`config.mk`:
```
export PLATFORM = sky130hd
export DESIGN_NAME = mem_req_coalescer
export DESIGN_NICKNAME = d
export VERILOG_FILES = /design/src/rtl/mem_pkg.sv /design/src/rtl/mem_req_fifo.sv /design/src/rtl/mem_req_coalescer.sv
export SDC_FILE = /design/constraint.sdc
export NUM_CORES = 1
export LEC_CHECK = 0
export CORE_ASPECT_RATIO = 0.8
export CORE_MARGIN = 4
export CORE_UTILIZATION = 32
export CTS_CLUSTER_DIAMETER = 60
export DETAILED_ROUTE_END_ITERATION = 6
export PLACE_DENSITY = 0.55
export SLEW_MARGIN = 20
export SYNTH_ARGS = -nofsm -noshare
export SYNTH_HDL_FRONTEND = slang
export SYNTH_SLANG_ARGS = --single-unit
```
`constraint.sdc`:
```
create_clock -name clk -period 15 [get_ports clk]
set_clock_uncertainty 0.05 [all_clocks]
set_input_delay 3.75 -clock clk [delete_from_list [all_inputs] [get_ports clk]]
set_output_delay 3.75 -clock clk [all_outputs]
set_load 0.005 [all_outputs]
```
`src/rtl/mem_pkg.sv`:
```
// mem_pkg: shared defaults and helpers for the SIMT memory request coalescer.
// Holds the default geometry (lanes, word/address/line widths, FIFO depth,
// warp-ID width) and two width-agnostic helpers: line_of() extracts a line
// address from a word address, lowest_one() finds the lowest set bit of a mask.
package mem_pkg;

  localparam int DEF_LANES  = 8;
  localparam int DEF_WORD_W = 32;
  localparam int DEF_ADDR_W = 9;
  localparam int DEF_LINE_W = 3;
  localparam int DEF_DEPTH  = 4;
  localparam int DEF_WARP_W = 3;

  // Widest lane mask the helpers accept; callers zero-extend into this.
  localparam int MAX_LANES  = 32;

  // Line address of a word address: drop the word-in-line bits.
  function automatic logic [31:0] line_of(input logic [31:0] addr, input int line_w);
    return addr >> line_w;
  endfunction

  // Index of the lowest set bit; 0 when the mask is empty.
  function automatic int lowest_one(input logic [MAX_LANES-1:0] mask);
    int idx;
    idx = 0;
    for (int i = MAX_LANES - 1; i >= 0; i--) begin
      if (mask[i]) idx = i;
    end
    return idx;
  endfunction

endpackage

```
`src/rtl/mem_req_fifo.sv`:
```
// mem_req_fifo: DEPTH-entry circular buffer of warp memory instructions.
// Pointers carry one extra wrap bit so full and empty are distinguishable.
// The active-lane mask is kept in its own array so the consumer can see both
// the head mask and the mask of the entry behind it (needed to start the next
// instruction immediately after the head retires).
// Ports:
//   clk, rst              clock, async active-low reset
//   push, wdata, wpam     write an entry (caller guarantees !full)
//   pop                   retire the head entry (caller guarantees !empty)
//   head_data, head_pam   head entry contents
//   next_pam              lane mask of the entry after the head
//   full, empty, count    occupancy status
module mem_req_fifo #(
  parameter int DEPTH  = 4,
  parameter int DATA_W = 8,
  parameter int PAM_W  = 8
) (
  input  logic                     clk,
  input  logic                     rst,
  input  logic                     push,
  input  logic                     pop,
  input  logic [DATA_W-1:0]        wdata,
  input  logic [PAM_W-1:0]         wpam,
  output logic [DATA_W-1:0]        head_data,
  output logic [PAM_W-1:0]         head_pam,
  output logic [PAM_W-1:0]         next_pam,
  output logic                     full,
  output logic                     empty,
  output logic [$clog2(DEPTH):0]   count
);

  localparam int PTR_W = $clog2(DEPTH);
  localparam logic [PTR_W:0] PTR_ONE = 1;
  localparam logic [PTR_W:0] DEPTH_C = DEPTH;

  logic [PTR_W:0]      wr_q;
  logic [PTR_W:0]      rd_q;
  logic [PTR_W:0]      rd_nxt;
  logic [DATA_W-1:0]   data_q [DEPTH];
  logic [PAM_W-1:0]    pam_q  [DEPTH];

  always_ff @(posedge clk or negedge rst) begin
    if (!rst) begin
      wr_q <= '0;
      rd_q <= '0;
    end else begin
      if (push) wr_q <= wr_q + PTR_ONE;
      if (pop)  rd_q <= rd_q + PTR_ONE;
    end
  end

  // Storage carries no reset: stale contents are never visible because
  // validity is tracked purely by the pointers.
  always_ff @(posedge clk) begin
    if (push) begin
      data_q[wr_q[PTR_W-1:0]] <= wdata;
      pam_q[wr_q[PTR_W-1:0]]  <= wpam;
    end
  end

  assign rd_nxt    = rd_q + PTR_ONE;
  assign count     = wr_q - rd_q;
  assign full      = (count == DEPTH_C);
  assign empty     = (count == '0);
  assign head_data = data_q[rd_q[PTR_W-1:0]];
  assign head_pam  = pam_q[rd_q[PTR_W-1:0]];
  assign next_pam  = pam_q[rd_nxt[PTR_W-1:0]];

endmodule

```
`src/rtl/mem_req_coalescer.sv`:
```
// mem_req_coalescer: front end of the SIMT memory pipeline.
// Accepts warp memory instructions behind a valid/ready handshake, computes
// per-lane effective addresses on entry, buffers them in a FIFO, and splits
// the head instruction into one request per distinct memory line, lowest
// active lane first. Each request carries a lane mask, per-lane word offsets
// and masked store data; out_last marks the final request of an instruction.
// Ports:
//   clk, rst                         clock, async active-low reset
//   in_valid/in_ready                instruction handshake (ready = !full)
//   in_read/in_write/in_shared       access kind
//   in_pam, in_warp, in_scb, in_reg  lane mask and bookkeeping fields
//   in_rs, in_rt, in_offset          per-lane base, store data, signed offset
//   out_valid/out_ready              per-line request handshake
//   out_*                            request contents
//   drop_err                         pulse: offered instruction was malformed
//   occupancy                        number of buffered instructions
module mem_req_coalescer
  import mem_pkg::*;
#(
  parameter int LANES  = DEF_LANES,
  parameter int WORD_W = DEF_WORD_W,
  parameter int ADDR_W = DEF_ADDR_W,
  parameter int LINE_W = DEF_LINE_W,
  parameter int DEPTH  = DEF_DEPTH,
  parameter int WARP_W = DEF_WARP_W
) (
  input  logic                        clk,
  input  logic                        rst,
  input  logic                        in_valid,
  output logic                        in_ready,
  input  logic                        in_read,
  input  logic                        in_write,
  input  logic                        in_shared,
  input  logic [LANES-1:0]            in_pam,
  input  logic [WARP_W-1:0]           in_warp,
  input  logic [1:0]                  in_scb,
  input  logic [4:0]                  in_reg,
  input  logic [LANES*WORD_W-1:0]     in_rs,
  input  logic [LANES*WORD_W-1:0]     in_rt,
  input  logic [15:0]                 in_offset,
  output logic                        out_valid,
  input  logic                        out_ready,
  output logic                        out_read,
  output logic                        out_write,
  output logic                        out_shared,
  output logic [WARP_W-1:0]           out_warp,
  output logic [1:0]                  out_scb,
  output logic [4:0]                  out_reg,
  output logic [ADDR_W-LINE_W-1:0]    out_line,
  output logic [LANES-1:0]            out_mask,
  output logic [LANES*LINE_W-1:0]     out_woff,
  output logic [LANES*WORD_W-1:0]     out_wdata,
  output logic                        out_last,
  output logic                        drop_err,
  output logic [$clog2(DEPTH):0]      occupancy
);

  localparam int LINEA_W = ADDR_W - LINE_W;
  localparam int LIDX_W  = $clog2(LANES);
  localparam int CNT_W   = $clog2(DEPTH) + 1;
  localparam int DATA_W  = 3 + WARP_W + 2 + 5 + LANES*ADDR_W + LANES*WORD_W;

  localparam logic [0:0] ST_IDLE  = 1'b0;
  localparam logic [0:0] ST_SPLIT = 1'b1;

  // ---------------- push qualification ----------------
  logic accept;
  logic legal;
  logic push;
  logic drop_d;
  logic drop_q;

  assign accept = in_valid & in_ready;
  // Exactly one of load/store, and at least one active lane.
  assign legal  = (in_read != in_write) & (|in_pam);
  assign push   = accept & legal;
  assign drop_d = accept & ~legal;

  // ---------------- effective addresses ----------------
  logic signed [31:0]          off_ext;
  logic [ADDR_W-1:0]           off_addr;
  logic [LANES*ADDR_W-1:0]     eff_flat;
  logic [LANES-1:0]            rs_unused;
  logic                        unused_bits;

  assign off_ext  = 32'(signed'(in_offset));
  assign off_addr = off_ext[ADDR_W-1:0];

  for (genvar gi = 0; gi < LANES; gi++) begin : g_eff
    // Address arithmetic wraps modulo 2^ADDR_W by construction.
    assign eff_flat[gi*ADDR_W +: ADDR_W] = in_rs[gi*WORD_W +: ADDR_W] + off_addr;
    assign rs_unused[gi] = ^in_rs[gi*WORD_W + ADDR_W +: WORD_W - ADDR_W];
  end

  assign unused_bits = ^{rs_unused, off_ext[31:ADDR_W]};

  // ---------------- instruction FIFO ----------------
  logic [DATA_W-1:0]  fifo_head;
  logic [LANES-1:0]   head_pam;
  logic [LANES-1:0]   next_pam;
  logic               fifo_full;
  logic               fifo_empty;
  logic [CNT_W-1:0]   fifo_count;
  logic               pop;

  mem_req_fifo #(
    .DEPTH  (DEPTH),
    .DATA_W (DATA_W),
    .PAM_W  (LANES)
  ) u_fifo (
    .clk       (clk),
    .rst       (rst),
    .push      (push),
    .pop       (pop),
    .wdata     ({in_read, in_write, in_shared, in_warp, in_scb, in_reg, eff_flat, in_rt}),
    .wpam      (in_pam),
    .head_data (fifo_head),
    .head_pam  (head_pam),
    .next_pam  (next_pam),
    .full      (fifo_full),
    .empty     (fifo_empty),
    .count     (fifo_count)
  );

  // No bypass: a pop in the same cycle does not free a slot for the push.
  assign in_ready  = ~fifo_full;
  assign occupancy = fifo_count;

  logic                        h_read;
  logic                        h_write;
  logic                        h_shared;
  logic [WARP_W-1:0]           h_warp;
  logic [1:0]                  h_scb;
  logic [4:0]                  h_reg;
  logic [LANES*ADDR_W-1:0]     h_eff;
  logic [LANES*WORD_W-1:0]     h_rt;

  assign {h_read, h_write, h_shared, h_warp, h_scb, h_reg, h_eff, h_rt} = fifo_head;

  // ---------------- line matching ----------------
  logic [0:0]          state_q;
  logic [0:0]          state_d;
  logic [LANES-1:0]    rem_q;
  logic [LANES-1:0]    rem_d;
  logic [LINEA_W-1:0]  h_line [LANES];
  logic [LIDX_W-1:0]   lead_idx;
  logic [LINEA_W-1:0]  lead_line;
  logic [LANES-1:0]    match;
  logic                last;
  logic                fire;

  assign lead_idx  = LIDX_W'(lowest_one(32'(rem_q)));
  assign lead_line = h_line[lead_idx];

  for (genvar gi = 0; gi < LANES; gi++) begin : g_lane
    assign h_line[gi] = LINEA_W'(line_of(32'(h_eff[gi*ADDR_W +: ADDR_W]), LINE_W));
    assign match[gi]  = rem_q[gi] & (h_line[gi] == lead_line);
    assign out_woff[gi*LINE_W +: LINE_W]  = h_eff[gi*ADDR_W +: LINE_W];
    assign out_wdata[gi*WORD_W +: WORD_W] = match[gi] ? h_rt[gi*WORD_W +: WORD_W] : '0;
  end

  assign last = (match == rem_q);
  assign out_valid = (state_q == ST_SPLIT);
  assign fire = out_valid & out_ready;
  assign pop  = fire & last;

  // ---------------- split FSM ----------------
  always_comb begin
    state_d = state_q;
    rem_d   = rem_q;
    case (state_q)
      ST_IDLE: begin
        if (!fifo_empty) begin
          state_d = ST_SPLIT;
          rem_d   = head_pam;
        end
      end
      ST_SPLIT: begin
        if (fire) begin
          if (last) begin
            // Chain straight into the next instruction if one remains after
            // the pop. With a single entry left, that next entry can only be
            // the one being pushed this very cycle.
            if (fifo_count > CNT_W'(1)) begin
              rem_d = next_pam;
            end else if (push) begin
              rem_d = in_pam;
            end else begin
              state_d = ST_IDLE;
              rem_d   = '0;
            end
          end else begin
            rem_d = rem_q & ~match;
          end
        end
      end
      default: begin
        state_d = ST_IDLE;
        rem_d   = '0;
      end
    endcase
  end

  always_ff @(posedge clk or negedge rst) begin
    if (!rst) begin
      state_q <= ST_IDLE;
      rem_q   <= '0;
      drop_q  <= 1'b0;
    end else begin
      state_q <= state_d;
      rem_q   <= rem_d;
      drop_q  <= drop_d;
    end
  end

  // ---------------- outputs ----------------
  assign out_read   = h_read;
  assign out_write  = h_write;
  assign out_shared = h_shared;
  assign out_warp   = h_warp;
  assign out_scb    = h_scb;
  assign out_reg    = h_reg;
  assign out_line   = lead_line;
  assign out_mask   = match;
  assign out_last   = last;
  assign drop_err   = drop_q;

endmodule
```
# After elaboration in Yosys (flattened, before gate mapping)
# Memories as Yosys holds them, arrays and structs flattened.
# Index checks and enable logic that the tools add are counted.
# totals
ff_bits	16
latch_bits	0
ramBits	1396
romBits	0
inputBits	553
out_inout_bits	314
elab_cells	88
memories	2
# op_classes
addsub	11
mul	0
div	0
order_cmp	2
eq_ne	13
n_shift	0
n_mux	32
bitwise_logic	20
n_reduce_logical	3
# memory_table
memory	words	width	rd	rd_clocked_by_memory_dff	write_ports	line_no	text
u_fifo.data_q	4	341	1	0	1	mem_req_fifo.sv:39	logic [DATA_W-1:0] data_q [DEPTH];
u_fifo.pam_q	4	8	2	0	1	mem_req_fifo.sv:40	logic [PAM_W-1:0] pam_q [DEPTH];
# ops
cell	n
$mux W32	8
$add A9 B9 Y9	8
$eq A6 B6 Y1	8
$mux W8	5
$mux W3	8
$bmux W6 S3	1
$pmux W8 S2	1
$and A1 B1 Y1	14
$mux W6	2
$and A8 B8 Y8	1
$eq A8 B8 Y1	1
$not A8 Y8	1
$reduce_or A8 Y1	1
$add A3 B1 Y3 const B	2
$mux W1	6
$ge A4 B4 Y1 const B	1
$not A3 Y4	1
$eq A3 B3 Y1 const B	1
$gt A3 B1 Y1 const B	1
$logic_not A3 Y1	1
$not A1 Y1	3
$sub A3 B3 Y3	1
$ne A2 B1 Y1 const B	1
$ne A2 B2 Y1 const B	1
3 further kinds	3

# Longest topological paths before layout
# depth
word_depth	19
mapped_depth	15
ltp_nobuf	12

# By module
# A second synthesis with hierarchy kept.
# unflattened
hier_cells	2757
hier_area_um2	57258.7
# by_module_without_submodules
mod	instances	cells_each	area_each_um2	seq_area_each_um2
mem_req_fifo	1	1866	51027.7	42070.3
mem_req_coalescer	1	891	6231.0	250.2

# Least setup slack after synthesis
# Ideal clock, no wire load.
# synth_timing
kind	input to register
from	in in_read
to	mem u_fifo.data_q[3][0] (netlist bit) (enable)
setup_ns	0.758
t_arrival_ns	12.593
required_time_ns	14.192
slack_ns	1.599
cell_stages	6
n_path_buf	2
path_cell_list	xnor2_1 -> a21oi_1 -> and3_1 -> clkbuf_1 -> clkbuf_1 -> and2_1
# synth_via
elab_chain_cells	5
# synth_rtl
element	line_no	text
start: declaration	mem_req_coalescer.sv:31	input logic in_read,
$ne A1 B1 Y1	mem_req_coalescer.sv:75	assign legal = (in_read != in_write) & (|in_pam);
$and A1 B1 Y1	mem_req_coalescer.sv:75	
$and A1 B1 Y1	mem_req_coalescer.sv:76	assign push = accept & legal;
$mux W1	mem_req_fifo.sv:55	if (push) begin
$mux W1 (not written as such)	mem_req_fifo.sv:56	data_q[wr_q[PTR_W-1:0]] <= wdata;
end: declaration	mem_req_fifo.sv:39	
# Every way passes these cells.

# Final worst setup path
# layout_timing
from	reg u_fifo.rd_q[0]
to	out out_wdata[129]
# layout_via
elab_chain_cells	7
# layout_rtl
element	line_no	text
start: declaration	mem_req_fifo.sv:37	logic [PTR_W:0] rd_q;
start signal: assignment	mem_req_fifo.sv:48	if (pop) rd_q <= rd_q + PTR_ONE;
$mem_v2 Z4 W341 (*)	n/a	
$bmux W6 S3	mem_req_coalescer.sv:153	assign lead_line = h_line[lead_idx];
$mux W6 (not written as such) (2 in a row)	mem_req_coalescer.sv:153	
$eq A6 B6 Y1	mem_req_coalescer.sv:157	assign match[gi] = rem_q[gi] & (h_line[gi] == lead_line);
$and A1 B1 Y1	mem_req_coalescer.sv:157	
$mux W32 (*)	mem_req_coalescer.sv:159	assign out_wdata[gi*WORD_W +: WORD_W] = match[gi] ? h_rt[gi*WORD_W +: WORD_W] : '0;
end: declaration	mem_req_coalescer.sv:52	output logic [LANES*WORD_W-1:0] out_wdata,
# Mark *: on every way between the ends. The rest lies on a longest branch, timed or not. The select of a mux whose other input is x is not followed.

==> key figures <==
Floorplanning
  – Die width: a little under 500 um
  – Top Ports: a little under 900
  – FP Rows: 138
  – Initial core utilization: around a third
  – Die Ht: between 300 and 400 um
  – Core Area: between 150000 and 200000 um2
  – Die area: approximately 190000 um2

Timing
  – Final period utilization: between 70 and 80%
  – Max-slew violation count: 0
  – Final Setup Violations: 0
  – Slew @ Worst Pin: between 1 and 1.5 ns
  – Max_slew headroom: a little over a quarter
  – Unrepaired setup endpoints after global routing: no
  – Period minus WS final: roughly 11 ns
  – Post-Route Setup TNS: 0 ns
  – Maximum clock rate: slightly above 90 MHz
  – Final hold vios: 0

Critical path
  – Worst Setup EP: out_wdata[129]
  – Req. time, crit path: about 11 ns
  – Crit-path max FO: 84
  – Crit path from: u_fifo.rd_q[0]
  – Reg2reg start: u_fifo.rd_q[0]
  – Reg2Reg Depth: 11
  – Crit start category: flip-flop
  – Crit Path Category: reg -> out
  – Crit path DAT: around 7.0 ns
  – R2r endpoint: u_fifo.rd_q[1]
  – CP Capture Type: output pin
  – Flop2flop setup slack: 9.23 ns

CTS
  – Setup Buffers After CTS: 0
  – Reg clk slew, reported paths: roughly 0.060 ns
  – Hold buffer count at CTS: 0
  – Max Root-Sink Buffers: 3
  – CTS resizes: 0
  – Clock Latency Late Sink: approximately 0.76 ns
  – Root Driver: clkbuf_16
  – H-tree Lvls: 4
  – Total CTS buffers: 156
  – Clock sinks: about 1400
  – CTS tree: yes

Synthesis
  – Sequential fraction of the synthesis area: 74.17%
  – Syn nets: about 3400
  – Leading area contributor after synthesis: edfxtp_1
  – Synth top area cells: edfxtp_1 (73%), mux4_2 (13%), and3_1 (2.2%)
  – Mapped cell area: 57060 um2
  – Synthesis Warnings: 0
  – Yosys top cell area share: about three quarters
  – Synth cell types: 63
  – Cells after Synth: about 2800
  – Yosys reg bits: approximately 1400
  – Synth top cells by count: edfxtp_1 (1396), mux4_2 (337), and3_1 (205), clkbuf_1 (113), inv_1 (82)
  – Most frequent cell after synthesis: edfxtp_1
  – Number of synthesized flops with an enable pin: ~1400
  – Main synth FF type: edfxtp_1
  – Average size of a mapped cell: between 20 and 25 um2
  – Synth async-reset ratio: between 1 and 1.5%

Placement
  – HPWL after DPL: 96620 um
  – Port bufs: 675
  – GPL Wtd Cong: a little under 0.8

Pwr
  – Pleak: about 23 nW
  – Worst VDD drop: 0.0001113 V
  – Ratio of total power to cell area: approximately 160 nW/um2

Route
  – First DRT Iteration DRCs: 2033
  – Vias per std cell: ~4.9
  – Vias post-DR: approximately 29000
  – Drt first pass iters: 5
  – Per-cell routed wire length: 25.17 um
  – # DRC: 0
  – Final ANT Viol Nets: 0
  – DRT Wirelength: roughly 150000 um

Outcome
  – Outcome: complete, no violations

Global route
  – Tot GR Track Use: between 10% and 20%
  – Initial antenna violation count: about 60
  – Vias in the first global route: 30380
  – Largest net degree at the start of global routing: approximately 140
  – GR Overflow Total: 0
  – First-pass GRT wire length: around 220000 um

Flow run
  – Max-cap violations: 0

Cells and area
  – Final core utilization: about 40%
  – Area Growth Syn to Fin: 25.26%
  – Layout cells sized above 1: approximately 18%
  – Number of fill cells in the layout: around 16000
  – Final nets: 4130

Worst hold path
  – HP Class: reg -> reg
-- per-layer routing --
layer / wire (um) / global-route usage, % / up-vias
met5: 393 / 0 / -
met1: 64020 / 21.09 / 15240
met2: 69800 / 24.47 / 923
met3: 13750 / 6.448 / 260
met4: 3903 / 5.099 / 58
li1: - / - / 12940
-- kinds of logic after synthesis --
family	Yosys count	share of synthesized area [%]
AND/OR/NAND/NOR	398	4.223
multiplexers	360	14.26
adder cells (fa/ha/maj)	79	1.851
XOR/XNOR	83	1.274
buffers and inverters	239	1.866
AO/OA/AOI/OAI	207	2.355
flip-flops	1412	74.17
-- placed cells by master (no fill, tap or decap), drive strengths merged, types with 4 or more instances in the layout --
cell           netlist  routed
xnor2               55      55
or3                  4       4
dfrtp               16      16
a21o                34      34
diode                0      27
and2                41      41
nor2b               37      37
nand2               26      26
clkinv               0      59
nand3               40      40
a311o               11      11
a21oi               73      73
o21bai              17      17
o22ai               15      15
nor3                 6       6
inv                 82      99
o21ai               36      36
clkbuf             115     199
nor2                 8       8
clkdlybuf4s50        0     675
xor2                28      28
ha                  70      70
mux4               356     356
buf                 42      44
bufinv               0       6
edfxtp            1396    1396
fa                   9       9
nand4b               9       9
clkinvlp             0       5
and3               208     208
nor4                11      11
-- critical path, cell delays in order (launching register included) --
cell and delay (ns):
dfrtp_4 0.94, buf_12 0.59, buf_4 0.71, mux4_1 0.76, o21ai_0 0.13, a311o_1 0.39
and2_1 0.33, xnor2_1 0.11, or4_4 0.61, inv_1 0.71, and3_1 0.28, clkdlybuf4s50_1 0.57
-- how the worst min path moves through the flow --
stage	from	end	slack [ns]	cells past startpoint
CTS	u_fifo.wr_q[2]	u_fifo.wr_q[2]	0.44	1
detailed placement	u_fifo.wr_q[2]	u_fifo.wr_q[2]	0.43	1
floorplan	u_fifo.wr_q[2]	u_fifo.wr_q[2]	0.41	1
global placement	u_fifo.wr_q[2]	u_fifo.wr_q[2]	0.42	1
finish	u_fifo.wr_q[2]	u_fifo.wr_q[2]	0.44	1
global route	u_fifo.wr_q[2]	u_fifo.wr_q[2]	0.45	1
-- sequential cells by signal, summed over array words and instances, names as in the netlist --
| signal | flops |
|---|---|
| rem_q | 8 |
| drop_err | 1 |
| u_fifo.rd_q | 3 |
| u_fifo.pam_q | 32 |
| u_fifo.data_q | 1364 |
| u_fifo.wr_q | 3 |
| out_valid | 1 |
-- per-stage QoR --
step                hold slack, ns  setup slack [ns]  cells  power, mW  area [um2]
finish                      0.4379             4.236   6033      11.61       71470
global route                0.4474             3.640   6017      12.20       71430
CTS                         0.4380             3.901   6006      11.82       71400
detailed placement          0.4264             4.754   5720      8.116       66490
global placement            0.4247             4.770   5720      8.098       66490
floorplan                   0.4119             1.599   2778      7.140       57060
-- report_power, final --
part	internal (mW)	switching, mW
clock	2.08	1.58
combinational	1.32	1.60
sequential	4.90	0.135
-- area by class of cell --
| type | instances | area, um2 | area share (%) |
|---|---|---|---|
| tap | 2380 | 2978 | 4.167 |
| sequential | 1412 | 42330 | 59.23 |
| antenna | 27 | 67.56 | 0.09453 |
| timing repair buffer | 719 | 7174 | 10.04 |
| inverter | 82 | 307.8 | 0.4307 |
| clock buffer | 199 | 4139 | 5.791 |
| clock inverter | 87 | 769.5 | 1.077 |
| multi-input combinational | 1127 | 13700 | 19.17 |
Note: power is estimated with default switching activity, not from simulation.
